$ cat config.mk
export PLATFORM = sky130hd
export DESIGN_NAME = inst_fetch_flat
export DESIGN_NICKNAME = d
export VERILOG_FILES = /design/src/rtl/inst_fetch_pkg.sv /design/src/rtl/inst_fetch_if.sv /design/src/rtl/inst_fetch_if_id_reg.sv /design/src/rtl/inst_fetch.sv /design/src/flat_wrapper.sv
export SDC_FILE = /design/constraint.sdc
export NUM_CORES = 1
export LEC_CHECK = 0
export BUFFER_PORTS_ARGS = -buffer_cell sky130_fd_sc_hd__buf_2
export CAP_MARGIN = 20
export CELL_PAD_IN_SITES_DETAIL_PLACEMENT = 1
export CELL_PAD_IN_SITES_GLOBAL_PLACEMENT = 1
export CORE_ASPECT_RATIO = 0.75
export CORE_UTILIZATION = 38
export CTS_BUF_LIST = sky130_fd_sc_hd__clkbuf_16
export DETAILED_ROUTE_END_ITERATION = 10
export HOLD_SLACK_MARGIN = 0.1
export PLACE_DENSITY = 0.83
export SLEW_MARGIN = 20
export SYNTH_ARGS = -nofsm -noshare
export SYNTH_HDL_FRONTEND = slang
export SYNTH_HIERARCHICAL = 1
export SYNTH_SLANG_ARGS = --single-unit
$ cat constraint.sdc
create_clock -name clk -period 2.65 [get_ports clk]
set_clock_uncertainty 0.1 [all_clocks]
set_input_delay 0.265 -clock clk [delete_from_list [all_inputs] [get_ports clk]]
set_output_delay 0.265 -clock clk [all_outputs]
set_load 0.05 [all_outputs]
$ cat src/rtl/inst_fetch_pkg.sv
// Shared fetch-stage definitions (package cpu_defs_pkg): state encoding,
// PC increment, NOP encoding and default reset PC.
package cpu_defs_pkg;

    typedef enum logic [1:0] {
        S_IDLE  = 2'd0,
        S_RUN   = 2'd1,
        S_STALL = 2'd2
    } fetch_state_e;

    localparam logic [31:0] PC_INC           = 32'd4;
    localparam logic [31:0] INST_NOP         = 32'h0000_0000;
    localparam logic [31:0] RESET_PC_DEFAULT = 32'h0000_0000;

    // Word-align a byte address (low two bits forced to zero).
    function automatic logic [31:0] align_word(input logic [31:0] addr);
        return addr & ~32'd3;
    endfunction

endpackage

$ cat src/rtl/inst_fetch_if.sv
// Fetch-stage bus: ROM read port, execute redirect and IF/ID handshake to
// decode. master = fetch stage, slave = its environment (ROM/decode/execute).
interface inst_fetch_if #(
    parameter int unsigned ADDR_W = 5
);
    logic [ADDR_W-1:0] rom_addr;
    logic [31:0]       rom_inst;
    logic              id_ready;
    logic              redirect_valid;
    logic [31:0]       redirect_target;
    logic              if_valid;
    logic [31:0]       if_inst;
    logic [31:0]       if_pc;

    modport master (
        output rom_addr,
        input  rom_inst,
        input  id_ready,
        input  redirect_valid,
        input  redirect_target,
        output if_valid,
        output if_inst,
        output if_pc
    );

    modport slave (
        input  rom_addr,
        output rom_inst,
        output id_ready,
        output redirect_valid,
        output redirect_target,
        input  if_valid,
        input  if_inst,
        input  if_pc
    );
endinterface

$ cat src/rtl/inst_fetch_if_id_reg.sv
// IF/ID output register: valid flag plus instruction and its byte PC.
// clear has priority over load; otherwise contents are held.
module if_id_reg
    import cpu_defs_pkg::*;
(
    input  logic        clk,
    input  logic        resetn,
    input  logic        load_i,
    input  logic        clear_i,
    input  logic [31:0] inst_i,
    input  logic [31:0] pc_i,
    output logic        valid_o,
    output logic [31:0] inst_o,
    output logic [31:0] pc_o
);
    logic        valid_q, valid_d;
    logic [31:0] inst_q, inst_d;
    logic [31:0] pc_q, pc_d;

    // Next-state: clear drops only the valid flag, load captures a new entry.
    always_comb begin
        valid_d = valid_q;
        inst_d  = inst_q;
        pc_d    = pc_q;
        if (clear_i) begin
            valid_d = 1'b0;
        end else if (load_i) begin
            valid_d = 1'b1;
            inst_d  = inst_i;
            pc_d    = pc_i;
        end
    end

    // Register with synchronous active-low reset.
    always_ff @(posedge clk) begin
        if (!resetn) begin
            valid_q <= 1'b0;
            inst_q  <= INST_NOP;
            pc_q    <= '0;
        end else begin
            valid_q <= valid_d;
            inst_q  <= inst_d;
            pc_q    <= pc_d;
        end
    end

    assign valid_o = valid_q;
    assign inst_o  = inst_q;
    assign pc_o    = pc_q;

endmodule

$ cat src/rtl/inst_fetch.sv
// Instruction-fetch stage: PC register, next-PC mux and fetch FSM; drives the
// async ROM address and fills the IF/ID register under a valid/ready handshake.
// Optional feature macro: FETCH_PERF_CNT_EN adds the fetch_count port/counter.
module inst_fetch
    import cpu_defs_pkg::*;
#(
    parameter logic [31:0] RESET_PC = RESET_PC_DEFAULT,
    parameter int unsigned ADDR_W   = 5
) (
    input  logic        clk,
    input  logic        resetn,
    inst_fetch_if.master bus
`ifdef FETCH_PERF_CNT_EN
    ,
    output logic [31:0] fetch_count
`endif
);
    fetch_state_e state_q;
    logic [31:0]  pc_q, pc_d;
    logic         issue;
    logic         ifid_load;
    logic         ifid_clear;

    // Issue/redirect decode and IF/ID control (redirect wins over everything).
    always_comb begin
        issue      = (state_q != S_IDLE) && (!bus.if_valid || bus.id_ready)
                     && !bus.redirect_valid;
        ifid_load  = issue;
        ifid_clear = bus.redirect_valid || (!issue && bus.if_valid && bus.id_ready);
    end

    // Next-PC mux.
    always_comb begin
        pc_d = pc_q;
        if (bus.redirect_valid) begin
            pc_d = align_word(bus.redirect_target);
        end else if (issue) begin
            pc_d = pc_q + PC_INC;
        end
    end

    // PC register.
    always_ff @(posedge clk) begin
        if (!resetn) begin
            pc_q <= RESET_PC;
        end else begin
            pc_q <= pc_d;
        end
    end

    // Fetch FSM. RUN->STALL is taken once the issued entry is seen unaccepted
    // (if_valid && !id_ready), the only condition under which issue is blocked.
    always_ff @(posedge clk) begin
        if (!resetn) begin
            state_q <= S_IDLE;
        end else if (bus.redirect_valid) begin
            state_q <= S_RUN;
        end else begin
            unique case (state_q)
                S_IDLE:  state_q <= S_RUN;
                S_RUN:   if (bus.if_valid && !bus.id_ready) state_q <= S_STALL;
                S_STALL: if (bus.id_ready) state_q <= S_RUN;
                default: state_q <= S_IDLE;
            endcase
        end
    end

    assign bus.rom_addr = pc_q[ADDR_W+1:2];

    if_id_reg u_if_id_reg (
        .clk     (clk),
        .resetn  (resetn),
        .load_i  (ifid_load),
        .clear_i (ifid_clear),
        .inst_i  (bus.rom_inst),
        .pc_i    (pc_q),
        .valid_o (bus.if_valid),
        .inst_o  (bus.if_inst),
        .pc_o    (bus.if_pc)
    );

`ifdef FETCH_PERF_CNT_EN
    logic [31:0] fetch_cnt_q;

    // Issue counter; wraps naturally, unaffected by redirects.
    always_ff @(posedge clk) begin
        if (!resetn) begin
            fetch_cnt_q <= '0;
        end else if (issue) begin
            fetch_cnt_q <= fetch_cnt_q + 32'd1;
        end
    end

    assign fetch_count = fetch_cnt_q;
`endif

endmodule

$ cat src/flat_wrapper.sv
// flat-port wrapper written by rule: the top's interface ports become plain ports
module inst_fetch_flat import cpu_defs_pkg::*;
#(
    parameter logic [31:0] RESET_PC = RESET_PC_DEFAULT,
    parameter int unsigned ADDR_W   = 5
)
  (clk, resetn, bus_rom_addr, bus_rom_inst, bus_id_ready, bus_redirect_valid, bus_redirect_target, bus_if_valid, bus_if_inst, bus_if_pc);
  inst_fetch_if #(.ADDR_W(ADDR_W)) bus_i ();
  input  logic clk;
  input  logic resetn;
  output wire logic [$bits(bus_i.rom_addr)-1:0] bus_rom_addr;
  input wire logic [$bits(bus_i.rom_inst)-1:0] bus_rom_inst;
  input wire logic [$bits(bus_i.id_ready)-1:0] bus_id_ready;
  input wire logic [$bits(bus_i.redirect_valid)-1:0] bus_redirect_valid;
  input wire logic [$bits(bus_i.redirect_target)-1:0] bus_redirect_target;
  output wire logic [$bits(bus_i.if_valid)-1:0] bus_if_valid;
  output wire logic [$bits(bus_i.if_inst)-1:0] bus_if_inst;
  output wire logic [$bits(bus_i.if_pc)-1:0] bus_if_pc;
  assign bus_rom_addr = bus_i.rom_addr;
  assign bus_i.rom_inst = bus_rom_inst;
  assign bus_i.id_ready = bus_id_ready;
  assign bus_i.redirect_valid = bus_redirect_valid;
  assign bus_i.redirect_target = bus_redirect_target;
  assign bus_if_valid = bus_i.if_valid;
  assign bus_if_inst = bus_i.if_inst;
  assign bus_if_pc = bus_i.if_pc;
  inst_fetch #(.RESET_PC(RESET_PC), .ADDR_W(ADDR_W)) u_core (.clk(clk), .resetn(resetn), .bus(bus_i));
endmodule
==> results of run 1 <==
cells by family after synthesis:
group | count (synthesis)
AO/OA/AOI/OAI | 80
other | 1
buffers and inverters | 47
flip-flops | 97
multiplexers | 64
AND/OR/NAND/NOR | 235
XOR/XNOR | 5
adder cells (fa/ha/maj) | 1
state kept, by name, summed over array words and instances, names as in the netlist:
signal / cells
u_core/pc_q: 30
u_core/state_q: 2
u_core/u_if_id_reg/inst_o: 32
u_core/u_if_id_reg/pc_o: 32
u_core/u_if_id_reg/valid_o: 1
placed cells by master, fill, tap and decap left out, drive strengths merged, types with 2 or more instances in the layout:
master	count
and3	3
nor3b	2
o211ai	2
o311a	2
a21oi	4
dfxtp	97
o31ai	9
xor2	2
xnor2	3
or3	9
nor2	7
conb	2
nand4	11
dlygate4sd3	33
o21ai	33
and4	3
clkinv	4
a21boi	2
nor2b	4
o211a	2
or2	5
a211oi	4
nor3	5
clkbuf	9
buf	145
nand2	144
nor4	8
a21o	2
mux2i	64
a31oi	16
nand3	13
inv	5
or4	11
nand2b	5
layout make-up:
class	count	area (um2)	share of cell area
inverter	3	11.3	0.00192
multi-input combinational	387	2340	0.399
clock buffer	9	225	0.0383
sequential	97	1940	0.330
clock inverter	7	53.8	0.00915
antenna	1	2.50	0.000426
timing repair buffer	178	1100	0.186
tap	162	203	0.0345
worst max-delay path by stage:
stage          cells after the start                                         to                   startpoint  slack (ns)
2_1_floorplan                      9  u_core/u_if_id_reg/inst_o[0]$_SDFFE_PN0P_           bus_redirect_valid        0.50
3_3_place_gp                       6               u_core/pc_q[24]$_SDFFE_PN0P_  u_core/pc_q[2]$_SDFFE_PN0P_        0.64
3_5_place_dp                       6               u_core/pc_q[24]$_SDFFE_PN0P_  u_core/pc_q[2]$_SDFFE_PN0P_        0.58
4_1_cts                            6               u_core/pc_q[24]$_SDFFE_PN0P_  u_core/pc_q[2]$_SDFFE_PN0P_        0.54
5_1_grt                            6               u_core/pc_q[20]$_SDFFE_PN0P_  u_core/pc_q[2]$_SDFFE_PN0P_        0.45
6_report                           6               u_core/pc_q[24]$_SDFFE_PN0P_  u_core/pc_q[2]$_SDFFE_PN0P_        0.56
report_power, final:
part / switching, W / internal [W] / total (W)
logic: 0.000298 / 0.000177 / 0.000475
clock network: 0.000557 / 0.000715 / 0.00127
registers: 0.0000664 / 0.00152 / 0.00159
metal layers:
metal / global-route usage / vias up
li1: - / 2149
met1: 0.275 / 2146
met2: 0.397 / 105
met3: 0.0540 / 29
met4: 0.0887 / 0
met5: 0 / -
per-stage QoR:
| stage | cells | area, um2 | util | total power, W |
|---|---|---|---|---|
| after global placement | 794 | 5270 | 0.450 | 0.00203 |
| final | 844 | 5880 | 0.502 | 0.00333 |
| after floorplan | 531 | 4620 | - | 0.00193 |
| after detailed placement | 794 | 5270 | 0.450 | 0.00205 |
| after global routing | 844 | 5880 | 0.502 | 0.00346 |
| after CTS | 843 | 5880 | 0.502 | 0.00335 |
critical path, stage by stage (launching register included):
cell and delay, ns:
dfxtp_1 0.43, ha_1 0.25, and4_1 0.23, nand4_1 0.09, buf_4 0.22, or4_1 0.52, a31oi_1 0.17
timing repair:
action,CTS,global route
endpoints found under the setup margin,0,0
hold endpoints to repair,33,0
hold buffers,33,0
==> impl_metrics.env, run 1 <==
export IMPL_outcome="completed"
export IMPL_antenna_found_initial=1
export IMPL_drtPass1Iterations=5
export IMPL_synth_xor_area_share=0.00949
export IMPL_die_y_um=97.4
export IMPL_synth_cells=530
export IMPL_pre_cts_ws_ns=0.576
export IMPL_synth_seq_cells=97
export IMPL_dieArea_um2=12600
export IMPL_grt_max_degree=55
export IMPL_cts_repair_resized=0
export IMPL_ant_nets=0
export IMPL_overflow=0
export IMPL_drt_initial_drc_count=184
export IMPL_synth_top_family_by_area="simple AND/OR/NAND/NOR gates"
export IMPL_dp_hpwl_um=9240
export IMPL_grt_pass1_vias=4698
export IMPL_setup_viol=0
export IMPL_end_kind="flip-flop"
export IMPL_clkSinkCount=97
export IMPL_r2r_end="u_core/pc_q[24]$_SDFFE_PN0P_"
export IMPL_wl_met3_um=608
export IMPL_relSlewSlack=0.536
export IMPL_nFillCells=1438
export IMPL_yosysMostFrequentCell="nand2_1"
export IMPL_nets=745
export IMPL_avgSynthCellArea_um2=8.71
export IMPL_whs_ns=0.119
export IMPL_gp_congestion=0.777
export IMPL_synth_area_mux_share=0.139
export IMPL_vias_per_cell=5.25
export IMPL_start_util=0.394
export IMPL_critPathKind="reg2reg"
export IMPL_grt_pass1_wl_um=22800
export IMPL_clockBufferDepth=2
export IMPL_ioPinCount=138
export IMPL_cts_inserted_buffers=9
export IMPL_yosys_top_cells_count="nand2_1, dfxtp_1, mux2i_1, o21ai_0, clkbuf_1"
export IMPL_arrival_ns=2.26
export IMPL_drt_met1_wl_um=5950
export IMPL_r2r_start="u_core/pc_q[2]$_SDFFE_PN0P_"
export IMPL_synth_area_leader_cell="dfxtp_1"
export IMPL_yosysWarnings=6
export IMPL_finalHoldViolations=0
export IMPL_postCtsSetupBuffers=0
export IMPL_drcViolationCount=0
export IMPL_clk_pin_slew_ns=0.07
export IMPL_yosys_area_share_simple=0.247
export IMPL_worstPathMaxFanout=16
export IMPL_fin_crit_ns=2.09
export IMPL_holdPathEnd="u_core/u_if_id_reg/inst_o[11]$_SDFFE_PN0P_"
export IMPL_fp_dieW_um=129
export IMPL_vias=4429
export IMPL_async_reset_ff_frac=0
export IMPL_fp_row_count=34
export IMPL_synth_area_um2=4610
export IMPL_drive_above_1_share=0.245
export IMPL_power_density_nw_per_um2=567
export IMPL_synth_ff_type="dfxtp_1"
export IMPL_tns_ns=0
export IMPL_grt_usage=0.230
export IMPL_r2r_setup_slack_ns=0.56
export IMPL_worstMarginPinSlew_ns=0.689
export IMPL_fmax_mhz=478
export IMPL_avgRoutedWirePerCell_um=16.5
export IMPL_fin_crit_sh=0.789
export IMPL_synth_compound_area_frac=0.109
export IMPL_yosysUniqueCellTypes=51
export IMPL_top_layer_used="met4"
export IMPL_core_um2=11700
export IMPL_hold_start="bus_rom_inst[11]"
export IMPL_seq_area_frac_synth=0.421
export IMPL_clk_latency_ns=0.34
export IMPL_wl_um=13900
export IMPL_worst_slack_ns=0.558
export IMPL_peakVddDrop_v=0.000328
export IMPL_area_delta_synth_final_pct=27.4
export IMPL_drv_cap=0
export IMPL_htree_num_levels=3
export IMPL_min_path_type="in2reg"
export IMPL_cts_root_buffer_cell="clkbuf_16"
export IMPL_r2r_cells=6
export IMPL_synth_area_leaders="dfxtp_1, mux2i_1, nand2_1, o21ai_0, buf_12"
export IMPL_met2_length_um=7030
export IMPL_min_path_cells=3
export IMPL_cts_tree="built"
export IMPL_crit_required_ns=2.82
export IMPL_rsz0062_at_grt="no"
export IMPL_cp_start_kind="flip-flop"
export IMPL_synthAdderAreaFrac=0.00271
export IMPL_report_final_slew_viol_count=0
export IMPL_portBuffers=135
export IMPL_yosysTopAreaCellShare=0.421
export IMPL_synth_edf_count=0
export IMPL_power_leakage_nw=2.41
Note: power is estimated with default switching activity, not from simulation.
==> inputs of run 2 (changes only) <==
ABC_AREA = 1   (was not set)
CORE_UTILIZATION = 36   (was 38)
PLACE_DENSITY = 0.82   (was 0.83)
clock period = 2.2 ns   (was 2.65 ns; I/O delays follow)
==> impl_metrics.env, run 2 <==
export IMPL_cp_cell_sequence="nor2_2 > nor2_8 > inv_4 > nor2_8 > inv_2 > nor2_4 > buf_12 > nor2_1 > nor2_1"
export IMPL_power_switching_w=0.00146
export IMPL_p_sw_frac=0.324
export IMPL_fp_row_count=37
export IMPL_arrival_ns=2.23
export IMPL_grt_pass1_wl_um=27700
export IMPL_cp_slowest_cell="nor2_4"
export IMPL_power_leakage_nw=3.12
export IMPL_postCtsSetupBuffers=0
export IMPL_whs_ns=0.105
export IMPL_clk_pin_slew_ns=0.07
export IMPL_yosysTopAreaCellShare=0.377
export IMPL_report_final_slew_viol_count=0
export IMPL_ioPinCount=138
export IMPL_area_delta_synth_final_pct=28.0
export IMPL_critPathKind="reg2reg"
export IMPL_min_path_type="in2reg"
export IMPL_grt_max_degree=80
export IMPL_ant_nets=0
export IMPL_final_common_cell="nor2_1"
export IMPL_antenna_found_initial=1
export IMPL_die_y_um=106
export IMPL_dp_hpwl_um=11000
export IMPL_p_int_w=0.00305
export IMPL_htree_num_levels=3
export IMPL_finalHoldViolations=0
export IMPL_yosys_top_cells_count="nor2_1, nand2_1, inv_1, nand3_1, dfxtp_1"
export IMPL_crit_required_ns=2.38
export IMPL_final_cell_mix="nor2_1, nand2_1, buf_2, inv_1, nand3_1"
export IMPL_comb_power_share=0.212
export IMPL_clkSinkCount=97
export IMPL_worstMarginPinSlew_ns=0.877
export IMPL_drt_initial_drc_count=255
export IMPL_fin_crit_ns=2.05
export IMPL_synth_ff_type="dfxtp_1"
export IMPL_fmax_mhz=488
export IMPL_synth_seq_cells=97
export IMPL_power_density_nw_per_um2=684
export IMPL_clock_power_share=0.354
export IMPL_avgSynthCellArea_um2=6.47
export IMPL_pwr_share_seq=0.435
export IMPL_fin_crit_sh=0.932
export IMPL_synth_cells=796
export IMPL_async_reset_ff_frac=0
export IMPL_cts_root_buffer_cell="clkbuf_16"
export IMPL_critPathBufInv=3
export IMPL_drive_above_1_share=0.212
export IMPL_synth_edf_count=0
export IMPL_relSlewSlack=0.415
export IMPL_nets=1023
export IMPL_outcome="completed"
export IMPL_rsz0062_at_grt="no"
export IMPL_worstPathMaxFanout=37
export IMPL_yosysWarnings=6
export IMPL_grt_usage=0.235
export IMPL_vias_per_cell=4.80
export IMPL_grt_pass1_vias=5743
export IMPL_clk_latency_ns=0.34
export IMPL_peakVddDrop_v=0.000369
export IMPL_drv_cap=0
export IMPL_yosysUniqueCellTypes=40
export IMPL_avgRoutedWirePerCell_um=14.5
export IMPL_cp_start_kind="flip-flop"
export IMPL_synth_area_leaders="dfxtp_1, nor2_1, nand2_1, nand3_1, inv_1"
export IMPL_slowest_delay_ns=0.57
export IMPL_cts_tree="built"
export IMPL_fp_dieW_um=140
export IMPL_r2r_setup_slack_ns=0.15
export IMPL_cts_inserted_buffers=9
export IMPL_synth_area_leader_cell="dfxtp_1"
export IMPL_setup_viol=0
export IMPL_clockBufferDepth=2
export IMPL_drtPass1Iterations=4
export IMPL_tns_ns=0
export IMPL_portBuffers=135
export IMPL_dieArea_um2=14800
export IMPL_vias=5446
export IMPL_start_util=0.372
export IMPL_seq_area_frac_synth=0.377
export IMPL_core_um2=13800
export IMPL_wl_um=16500
export IMPL_gp_congestion=0.821
export IMPL_end_kind="flip-flop"
export IMPL_synth_area_um2=5150
export IMPL_drcViolationCount=0
export IMPL_path_delay_family="simple AND/OR/NAND/NOR gates"
export IMPL_overflow=0
export IMPL_yosysMostFrequentCell="nor2_1"
-- run 2: changes by cell type in the layout (fill, tap and decap cells not counted), sizes merged, moves of 11 or more --
cell,previous run,this run
nor2,7,196
inv,5,109
nand3,13,103
mux2i,64,0
nand2,144,181
o21ai,33,15
a21oi,4,21
or4,11,0
-- run 2: final timing paths --
path                                              startpoint                                    endpoint  depth (start not counted)
setup reg to reg              u_core/state_q[0]$_SDFFE_PN0P_  u_core/u_if_id_reg/inst_o[20]$_SDFFE_PN0P_                          9
hold reg to reg   u_core/u_if_id_reg/inst_o[27]$_SDFFE_PN0P_  u_core/u_if_id_reg/inst_o[27]$_SDFFE_PN0P_                          2
setup / recovery              u_core/state_q[0]$_SDFFE_PN0P_  u_core/u_if_id_reg/inst_o[20]$_SDFFE_PN0P_                          9
hold / removal                              bus_rom_inst[22]  u_core/u_if_id_reg/inst_o[22]$_SDFFE_PN0P_                          5
-- run 2: logic make-up after synthesis --
group / synth area share
buffers and inverters: 0.133
AOI/OAI and AO/OA: 0.0561
DFF: 0.377
and+or+nand+nor: 0.423
adders and majority gates: 0.00243
xor gates and xnor gates: 0.00850
other: 0.000728
-- run 2: tightest hold or removal path, cell delays in order --
cell and delay, ns:
buf_2 0.08, inv_1 0.03, nand3_1 0.06, nand2_1 0.06, nor2_1 0.07
-- run 2: power by group through the flow --
stage	clock (W)	sequential, W	combinational [W]
after floorplan	0	0.00221	0.000437
after detailed placement	0	0.00200	0.000891
after CTS	0.00165	0.00196	0.000951
final	0.00159	0.00196	0.000954
after global routing	0.00171	0.00198	0.00104
after global placement	0	0.00200	0.000872
-- run 2: what timing repair did --
item | CTS | global route
hold endpoints to repair | 41 | 0
resized for setup | 0 | 1
endpoints found under the setup margin | 0 | 2
hold buffers | 41 | 0
-- run 2: routing by layer --
metal  share of wire  vias to the layer above  global-route usage
met4           0.015                        0              0.0620
met1            0.47                     2548               0.292
met3           0.040                       23              0.0468
met5               0                        -                   0
li1                -                     2755                   -
met2            0.48                      120               0.415
-- run 2: stage by stage --
| step | cell area [um2] | instances | util | power (W) | setup slack (ns) |
|---|---|---|---|---|---|
| 2_1_floorplan | 5160 | 797 | - | 0.00265 | 0.0924 |
| 3_3_place_gp | 5880 | 1077 | 0.425 | 0.00287 | 0.240 |
| 3_5_place_dp | 5880 | 1077 | 0.425 | 0.00289 | 0.161 |
| 4_1_cts | 6590 | 1134 | 0.476 | 0.00456 | 0.140 |
| 5_1_grt | 6600 | 1135 | 0.477 | 0.00473 | 0.0105 |
| 6_report | 6600 | 1135 | 0.477 | 0.00451 | 0.149 |
-- run 2: final cells by class --
type	instances	area (um2)
Fill cell	1909	7250
Multi-Input combinational cell	550	2540
Sequential cell	97	1940
Timing Repair Buffer	188	1190
Inverter	108	408
Clock buffer	9	225
Tap cell	175	219
Clock inverter	7	68.8
Antenna cell	1	2.50
==> inputs of run 3 (changes only) <==
CTS_BUF_LIST = not set   (was sky130_fd_sc_hd__clkbuf_16)
==> impl_metrics.env, run 3 (synthesis results as in run 2) <==
export IMPL_p_total_w=0.00454
export IMPL_portBuffers=135
export IMPL_grt_pass1_wl_um=27800
export IMPL_overflow=0
export IMPL_cp_start_kind="flip-flop"
export IMPL_clk_pin_slew_ns=0.07
export IMPL_drt_initial_drc_count=251
export IMPL_whs_ns=0.105
export IMPL_grt_usage=0.236
export IMPL_power_density_nw_per_um2=688
export IMPL_die_y_um=106
export IMPL_clkSinkCount=97
export IMPL_crit_required_ns=2.38
export IMPL_wl_um=16500
export IMPL_final_common_cell="nor2_1"
export IMPL_htree_num_levels=3
export IMPL_cts_inserted_buffers=9
export IMPL_drcViolationCount=0
export IMPL_gp_congestion=0.821
export IMPL_grt_pass1_vias=5761
export IMPL_worst_slack_ns=0.154
export IMPL_num_antenna_cells=0
export IMPL_fin_crit_ns=2.05
export IMPL_multiInputGateArea_um2=2540
export IMPL_postCtsSetupBuffers=0
export IMPL_dieArea_um2=14800
export IMPL_r2r_start="u_core/u_if_id_reg/valid_o$_SDFFE_PP0P_"
export IMPL_peakVddDrop_v=0.000363
export IMPL_fp_row_count=37
export IMPL_dp_hpwl_um=11000
export IMPL_vias_per_cell=4.82
export IMPL_antenna_found_initial=0
export IMPL_cts_root_buffer_cell="clkbuf_16"
export IMPL_end_kind="flip-flop"
export IMPL_drv_cap=0
export IMPL_core_um2=13800
export IMPL_ant_nets=0
export IMPL_relSlewSlack=0.426
export IMPL_rsz0062_at_grt="no"
export IMPL_fp_dieW_um=140
export IMPL_ioPinCount=138
export IMPL_clk_latency_ns=0.34
export IMPL_regArea_um2=1940
export IMPL_fin_crit_sh=0.930
export IMPL_start_util=0.372
export IMPL_pre_cts_ws_ns=0.161
export IMPL_drtPass1Iterations=4
export IMPL_outcome="completed"
export IMPL_hold_start="bus_rom_inst[22]"
export IMPL_setup_viol=0
export IMPL_drive_above_1_share=0.213
export IMPL_arrival_ns=2.22
export IMPL_grt_max_degree=80
export IMPL_nets=1023
export IMPL_clockBufferDepth=2
export IMPL_fmax_mhz=489
export IMPL_tns_ns=0
export IMPL_worstPathMaxFanout=37
export IMPL_finalHoldViolations=0
export IMPL_final_cell_mix="nor2_1, nand2_1, buf_2, inv_1, nand3_1"
export IMPL_area_delta_synth_final_pct=28.1
export IMPL_report_final_slew_viol_count=0
export IMPL_worstMarginPinSlew_ns=0.861
export IMPL_critPathLaunch="u_core/u_if_id_reg/valid_o$_SDFFE_PP0P_"
export IMPL_power_leakage_nw=3.12
export IMPL_min_path_type="in2reg"
export IMPL_vias=5463
export IMPL_avgRoutedWirePerCell_um=14.6
export IMPL_nFillCells=1903
export IMPL_cts_tree="built"
export IMPL_critPathKind="reg2reg"
-- run 3: cell count changes in the layout (fill, tap and decap cells not counted), sizes merged --
cell,previous run,this run
diode,1,0
clkbuf,9,10
clkinv,4,3
-- run 3: layout make-up --
| type | count | share of cell area |
|---|---|---|
| flip-flops and latches | 97 | 0.294 |
| well taps | 175 | 0.0332 |
| repair buffers | 188 | 0.180 |
| inverters | 108 | 0.0618 |
| clock buffers | 10 | 0.0362 |
| multi-input cells | 550 | 0.385 |
| clock inverters | 6 | 0.00985 |
-- run 3: repair_timing --
| item | CTS | global route |
|---|---|---|
| hold buffers | 41 | 0 |
| endpoints found under the setup margin | 0 | 2 |
| hold endpoints to repair | 41 | 0 |
| resized for setup | 0 | 1 |
-- run 3: power by group --
group | internal (W) | leakage [nW] | switching [W]
registers | 0.00186 | 0.796 | 0.0000983
clock network | 0.000918 | 0.149 | 0.000708
logic | 0.000302 | 2.18 | 0.000653
-- run 3: per-stage QoR --
stage,util,cells,instance area [um2]
6_report,0.477,1134,6600
5_1_grt,0.477,1134,6600
4_1_cts,0.477,1134,6600
3_5_place_dp,0.425,1077,5880
3_3_place_gp,0.425,1077,5880
2_1_floorplan,-,797,5160
-- run 3: path summary, 6_finish.rpt --
kind / endpoint / slack (ns) / depth (start not counted)
worst max register to register: u_core/u_if_id_reg/inst_o[26]$_SDFFE_PN0P_ / 0.15 / 10
worst min-delay path: u_core/u_if_id_reg/inst_o[22]$_SDFFE_PN0P_ / 0.10 / 5
worst max-delay path: u_core/u_if_id_reg/inst_o[26]$_SDFFE_PN0P_ / 0.15 / 10
worst min register to register: u_core/u_if_id_reg/pc_o[17]$_SDFFE_PN0P_ / 0.38 / 2
-- run 3: worst max-delay path, cell delays in order, from the launching register on --
cell,delay [ns]
dfxtp_1,0.32
inv_1,0.12
nor2_4,0.07
nor2_8,0.12
inv_4,0.06
nor2_8,0.08
inv_2,0.05
nor2_4,0.55
buf_12,0.29
nor2_1,0.09
nor2_1,0.13
-- run 3: routing by layer --
layer,global-route usage,vias up,share of wire
met5,0,-,0
met4,0.0620,0,0.014
met3,0.0463,20,0.042
met2,0.417,121,0.48
met1,0.291,2567,0.46
li1,-,2755,-
